--- config.mk ---
export PLATFORM = sky130hd
export DESIGN_NAME = ddr2_read_control
export DESIGN_NICKNAME = d
export VERILOG_FILES = /design/src/rtl/ddr2_ctrl_pkg.sv /design/src/rtl/ddr2_read_control.sv
export SDC_FILE = /design/constraint.sdc
export NUM_CORES = 1
export LEC_CHECK = 0
export ABC_AREA = 0
export BUFFER_PORTS_ARGS = -buffer_cell sky130_fd_sc_hd__buf_4
export CAP_MARGIN = 20
export CORE_AREA = 2 2 126 128
export CTS_CLUSTER_SIZE = 30
export DETAILED_ROUTE_END_ITERATION = 16
export DIE_AREA = 0 0 128 130
export PLACE_DENSITY_LB_ADDON = 0.12
export REMOVE_ABC_BUFFERS = 1
export SYNTH_ARGS = -nofsm -noshare
export SYNTH_HDL_FRONTEND = slang
export SYNTH_SLANG_ARGS = --single-unit
--- constraint.sdc ---
create_clock -name clk_in -period 2 [get_ports clk_in]
set_input_delay 0.4 -clock clk_in [delete_from_list [all_inputs] [get_ports clk_in]]
set_output_delay 0.4 -clock clk_in [all_outputs]
set_load 0.1 [all_outputs]
--- src/rtl/ddr2_ctrl_pkg.sv ---
// Shared constants for the DDR2 memory-controller front end: app command
// codes, default bus widths and the one-hot read FSM state encodings.
package ddr2_ctrl_pkg;

  localparam logic [2:0] APP_CMD_WRITE = 3'b000;
  localparam logic [2:0] APP_CMD_READ  = 3'b001;

  localparam int ADDR_WIDTH     = 27;
  localparam int APP_DATA_WIDTH = 128;

  localparam int RD_STATE_W = 5;
  localparam logic [RD_STATE_W-1:0] RD_IDLE    = 5'b00001;
  localparam logic [RD_STATE_W-1:0] RD_CMD     = 5'b00010;
  localparam logic [RD_STATE_W-1:0] RD_WAIT    = 5'b00100;
  localparam logic [RD_STATE_W-1:0] RD_ACK     = 5'b01000;
  localparam logic [RD_STATE_W-1:0] RD_RELEASE = 5'b10000;

endpackage

--- src/rtl/ddr2_read_control.sv ---
// DDR2 read-side bridge: turns a bus-master read strobe into a single app
// read command, waits for the returned burst and hands it back with a
// one-cycle ACK_O. A strobe held high after the ACK never re-issues a read.
// Optional macro DDR2_RD_TIMEOUT_EN adds a WAIT-state timeout that pulses
// ERR_O; without it ERR_O is tied low and WAIT waits indefinitely.
module ddr2_read_control #(
  parameter int ADDR_WIDTH     = ddr2_ctrl_pkg::ADDR_WIDTH,
  parameter int APP_DATA_WIDTH = ddr2_ctrl_pkg::APP_DATA_WIDTH,
  parameter int TIMEOUT_CYCLES = 1023
) (
  input  logic                      clk_in,
  input  logic                      rst_n,
  input  logic [ADDR_WIDTH-1:0]     ADDR_I,
  input  logic                      STB_I,
  input  logic                      read_en,
  output logic [APP_DATA_WIDTH-1:0] DATA_O,
  output logic                      ACK_O,
  output logic                      ERR_O,
  output logic                      app_en,
  output logic [2:0]                app_cmd,
  output logic [ADDR_WIDTH-1:0]     app_addr,
  input  logic                      app_rdy,
  input  logic [APP_DATA_WIDTH-1:0] app_rd_data,
  input  logic                      app_rd_data_valid,
  input  logic                      app_rd_data_end
);

  import ddr2_ctrl_pkg::*;

  logic [RD_STATE_W-1:0] state;
  logic                  dropped;      // strobe fell after the command went out
  logic                  timeout_hit;  // WAIT expired with no data this cycle
  logic                  unused_end;

  // One burst per read at this width, so the end-of-burst flag carries no
  // extra information beyond valid.
  assign unused_end = app_rd_data_end;

  // This block only ever reads.
  assign app_cmd = APP_CMD_READ;

`ifdef DDR2_RD_TIMEOUT_EN
  localparam int CNT_W = (TIMEOUT_CYCLES < 2) ? 1 : $clog2(TIMEOUT_CYCLES + 1);
  localparam logic [CNT_W-1:0] CNT_LAST = CNT_W'(TIMEOUT_CYCLES - 1);

  logic [CNT_W-1:0] wait_cnt;

  // Valid wins over expiry when both land on the same edge.
  assign timeout_hit = (state == RD_WAIT) && (wait_cnt == CNT_LAST) && !app_rd_data_valid;

  // WAIT-cycle counter: cleared on command acceptance, counts while waiting.
  always_ff @(posedge clk_in) begin
    if (!rst_n) begin
      wait_cnt <= '0;
    end else if (state == RD_CMD && app_rdy) begin
      wait_cnt <= '0;
    end else if (state == RD_WAIT && !timeout_hit) begin
      wait_cnt <= wait_cnt + 1'b1;
    end
  end

  // One-cycle error pulse on the expiry edge.
  always_ff @(posedge clk_in) begin
    if (!rst_n) begin
      ERR_O <= 1'b0;
    end else begin
      ERR_O <= timeout_hit;
    end
  end
`else
  assign timeout_hit = 1'b0;
  assign ERR_O       = 1'b0;
`endif

  // Read data capture: only a valid beat seen in WAIT updates DATA_O.
  always_ff @(posedge clk_in) begin
    if (!rst_n) begin
      DATA_O <= '0;
    end else if (state == RD_WAIT && app_rd_data_valid) begin
      DATA_O <= app_rd_data;
    end
  end

  // Read FSM: issue, hold until accepted, wait for data, acknowledge, then
  // wait for the strobe to drop before accepting another request.
  always_ff @(posedge clk_in) begin
    if (!rst_n) begin
      state    <= RD_IDLE;
      app_en   <= 1'b0;
      app_addr <= '0;
      ACK_O    <= 1'b0;
      dropped  <= 1'b0;
    end else begin
      ACK_O <= 1'b0;
      case (state)
        RD_IDLE: begin
          dropped <= 1'b0;
          if (STB_I && read_en) begin
            app_addr <= ADDR_I;
            app_en   <= 1'b1;
            state    <= RD_CMD;
          end
        end
        RD_CMD: begin
          if (app_rdy) begin
            // Once accepted the read must complete; remember a dropped strobe.
            app_en  <= 1'b0;
            dropped <= !STB_I;
            state   <= RD_WAIT;
          end else if (!STB_I) begin
            app_en <= 1'b0;
            state  <= RD_IDLE;
          end
        end
        RD_WAIT: begin
          if (!STB_I) begin
            dropped <= 1'b1;
          end
          if (app_rd_data_valid) begin
            if (dropped || !STB_I) begin
              state <= RD_RELEASE;
            end else begin
              ACK_O <= 1'b1;
              state <= RD_ACK;
            end
          end else if (timeout_hit) begin
            state <= RD_RELEASE;
          end
        end
        RD_ACK: begin
          state <= RD_RELEASE;
        end
        RD_RELEASE: begin
          if (!STB_I) begin
            state <= RD_IDLE;
          end
        end
        default: begin
          app_en <= 1'b0;
          state  <= RD_IDLE;
        end
      endcase
    end
  end

endmodule

==> flow_metrics.env <==
export IMPL_run_status="finished, final reports clean"
export IMPL_arrival_ns=2.06
export IMPL_period_share_pct=86.3
export IMPL_grt_pass1_vias=4930
export IMPL_clk_pin_slew_ns=0.06
export IMPL_drive_gt1_share_pct=40.0
export IMPL_antenna_found_initial=0
export IMPL_nets=1066
export IMPL_cts_buffers=17
export IMPL_synth_area_leaders="dfxtp_1, mux2i_1, nor2_1, nand2_1, buf_6"
export IMPL_synth_common_cells="dfxtp_1, nor2_1, mux2i_1"
export IMPL_antenna_cells=0
export IMPL_place_ws_ns=0.321
export IMPL_crit_path_end_kind="flop"
export IMPL_syn_area_um2=6040
export IMPL_fin_skew_ns=0.00568
export IMPL_comb_power_share_pct=15.3
export IMPL_first_pass_iters=4
export IMPL_ant_nets=0
export IMPL_p_seq_share_pct=43.3
export IMPL_die_area_um2=16600
export IMPL_place_congestion=0.774
export IMPL_fin_ws_ns=0.274
export IMPL_path_max_fanout=27
export IMPL_pwr_density_cell_nw_per_um2=858
export IMPL_drt_wirelength_per_cell_um=14.7
export IMPL_cts_sinks=163
export IMPL_p_clk_share_pct=41.4
export IMPL_synth_top_cell_by_area="dfxtp_1"
export IMPL_critical_path_class="reg -> reg"
export IMPL_maxCapViolations=0
export IMPL_switching_share_pct=27.3
export IMPL_die_w_um=128
export IMPL_setup_viol=0
export IMPL_dpl_hpwl_mm=12.1
export IMPL_cellLeakagePower_uw=0.00500
export IMPL_cts_resized=0
export IMPL_hold_violations=0
export IMPL_drt_wl_total_mm=16.3
export IMPL_grt_overflow_total=0
export IMPL_fmax_mhz=580
export IMPL_clk_latency_ns=0.42
export IMPL_relSlewSlack_pct=58.7
export IMPL_post_cts_setup_buffer_count=0
export IMPL_slew_violations=0
export IMPL_cts_hold_buf=0
export IMPL_cts_max_path_buffers=2
export IMPL_core_um2=15400
export IMPL_cts_htree_levels=4
export IMPL_hp_class="in -> reg"
export IMPL_synthArstFlopShare_pct=0
export IMPL_critPathRequiredTime_ns=2.34
export IMPL_syn2layout_area_growth_pct=50.7
export IMPL_cp_start_kind="flop"
export IMPL_num_vias=5193
export IMPL_ys_flop_type="dfxtp_1"
export IMPL_die_h_um=130
export IMPL_ios=323
export IMPL_internal_power_uw=5670
export IMPL_viasPerCell=4.68
export IMPL_avgSynthCellArea_um2=10.0
export IMPL_synth_most_common_cell="dfxtp_1"
export IMPL_whs_ns=0.212
export IMPL_cts_root_buf="clkbuf_16"
export IMPL_initial_core_util_pct=39.2
export IMPL_drc=0
export IMPL_rsz0062_at_grt="no"
export IMPL_grt_max_degree=60
export IMPL_power_switching_uw=2130
export IMPL_seq_area_frac_synth_pct=54.0
export IMPL_rows=46
export IMPL_synth_edf_count=0
export IMPL_vdd_drop_max_mv=0.524
export IMPL_yosys_cell_types_count=38
export IMPL_syn_inst=602
export IMPL_nFillCells=1363
export IMPL_cts_tree="done"
export IMPL_io_buffers=317
export IMPL_tightest_slew_ns=0.619
export IMPL_grt_total_usage_pct=18.7
export IMPL_grt_pass1_wl_mm=24.3
export IMPL_drt_iter0_drc=222
export IMPL_ys_warn_count=0
export IMPL_synth_ff_latch_count=163
export IMPL_yosysTopAreaCellShare_pct=54.0
export IMPL_period_minus_slack_ns=1.73
-- worst paths after layout --
kind	cells after the start	slack (ns)	from	endpoint
setup / recovery	5	0.27	state[0]	app_addr[23]
hold / removal	3	0.21	app_rd_data[23]	DATA_O[23]
setup reg to reg	5	0.27	state[0]	app_addr[23]
hold reg to reg	2	0.45	app_addr[1]	app_addr[1]
-- cell usage in the layout (no fill, tap or decap), types with 2 or more instances in the layout --
cell type	count
dfxtp_1	163
bufinv_16	2
buf_12	5
a31oi_1	2
clkinvlp_4	4
clkbuf_16	17
nor3_1	2
o21ai_0	3
inv_6	2
nand2_1	58
inv_1	2
buf_4	322
nand2b_1	3
nand3b_1	3
nor2b_1	2
clkinv_2	2
clkbuf_8	3
a21oi_1	28
o21a_1	2
conb_1	4
mux2i_1	129
nor2_1	135
-- cells by family after synthesis --
| kind of cell | count (synthesis) | share of synthesized area [%] |
|---|---|---|
| muxes | 129 | 21.4 |
| AOI/OAI and AO/OA | 43 | 4.12 |
| other | 2 | 0.124 |
| and+or+nand+nor | 216 | 15.0 |
| DFF | 163 | 54.0 |
| buffers and inverters | 49 | 5.39 |
-- through the flow --
| stage | setup TNS [ns] | utilization [%] | area (um^2) | instances | power [uW] |
|---|---|---|---|---|---|
| global route | 0 | 59.0 | 9100 | 1109 | 8100 |
| floorplan | -574.29 | - | 5730 | 558 | 4190 |
| global placement | 0 | 55.1 | 8510 | 1077 | 4620 |
| detailed placement | 0 | 55.1 | 8510 | 1077 | 4640 |
| finish | 0 | 59.0 | 9100 | 1109 | 7810 |
| CTS | 0 | 59.0 | 9100 | 1109 | 7900 |
-- routing by layer --
metal / vias up / global-route usage (%) / part of all wire (%)
met5: - / 0 / 0
met4: 0 / 10.3 / 3.8
met3: 38 / 6.36 / 7.4
met2: 205 / 33.4 / 51
met1: 2352 / 19.5 / 38
li1: 2598 / - / -
-- cell type report --
type                    instances  area (um^2)  area share, %
flip-flops and latches        163         3260           35.8
repair buffers                327         2520           27.7
multi-input cells             392         2470           27.1
clock buffers                  21          470           5.17
well taps                     192          240           2.64
clock inverters                11          126           1.39
inverters                       3         13.8          0.151
-- sequential cells by signal (all words and copies together), names as in the netlist --
signal    count
app_en        1
dropped       1
DATA_O      128
ACK_O         1
state         5
app_addr     27
-- power by group through the flow --
stage	clock network, uW	registers, uW	logic (uW)
CTS	3320	3380	1190
floorplan	0	3880	311
finish	3230	3380	1190
global placement	0	3450	1170
global route	3460	3390	1250
detailed placement	0	3450	1190
-- worst max-delay path, stage by stage, from the launching register on --
cell and delay [ns]:
dfxtp_1 0.46, nor2b_1 0.42, and4_1 0.33, buf_12 0.19
nand2_1 0.07, a21oi_1 0.16
No activity file was read; power rests on OpenSTA's default activity.
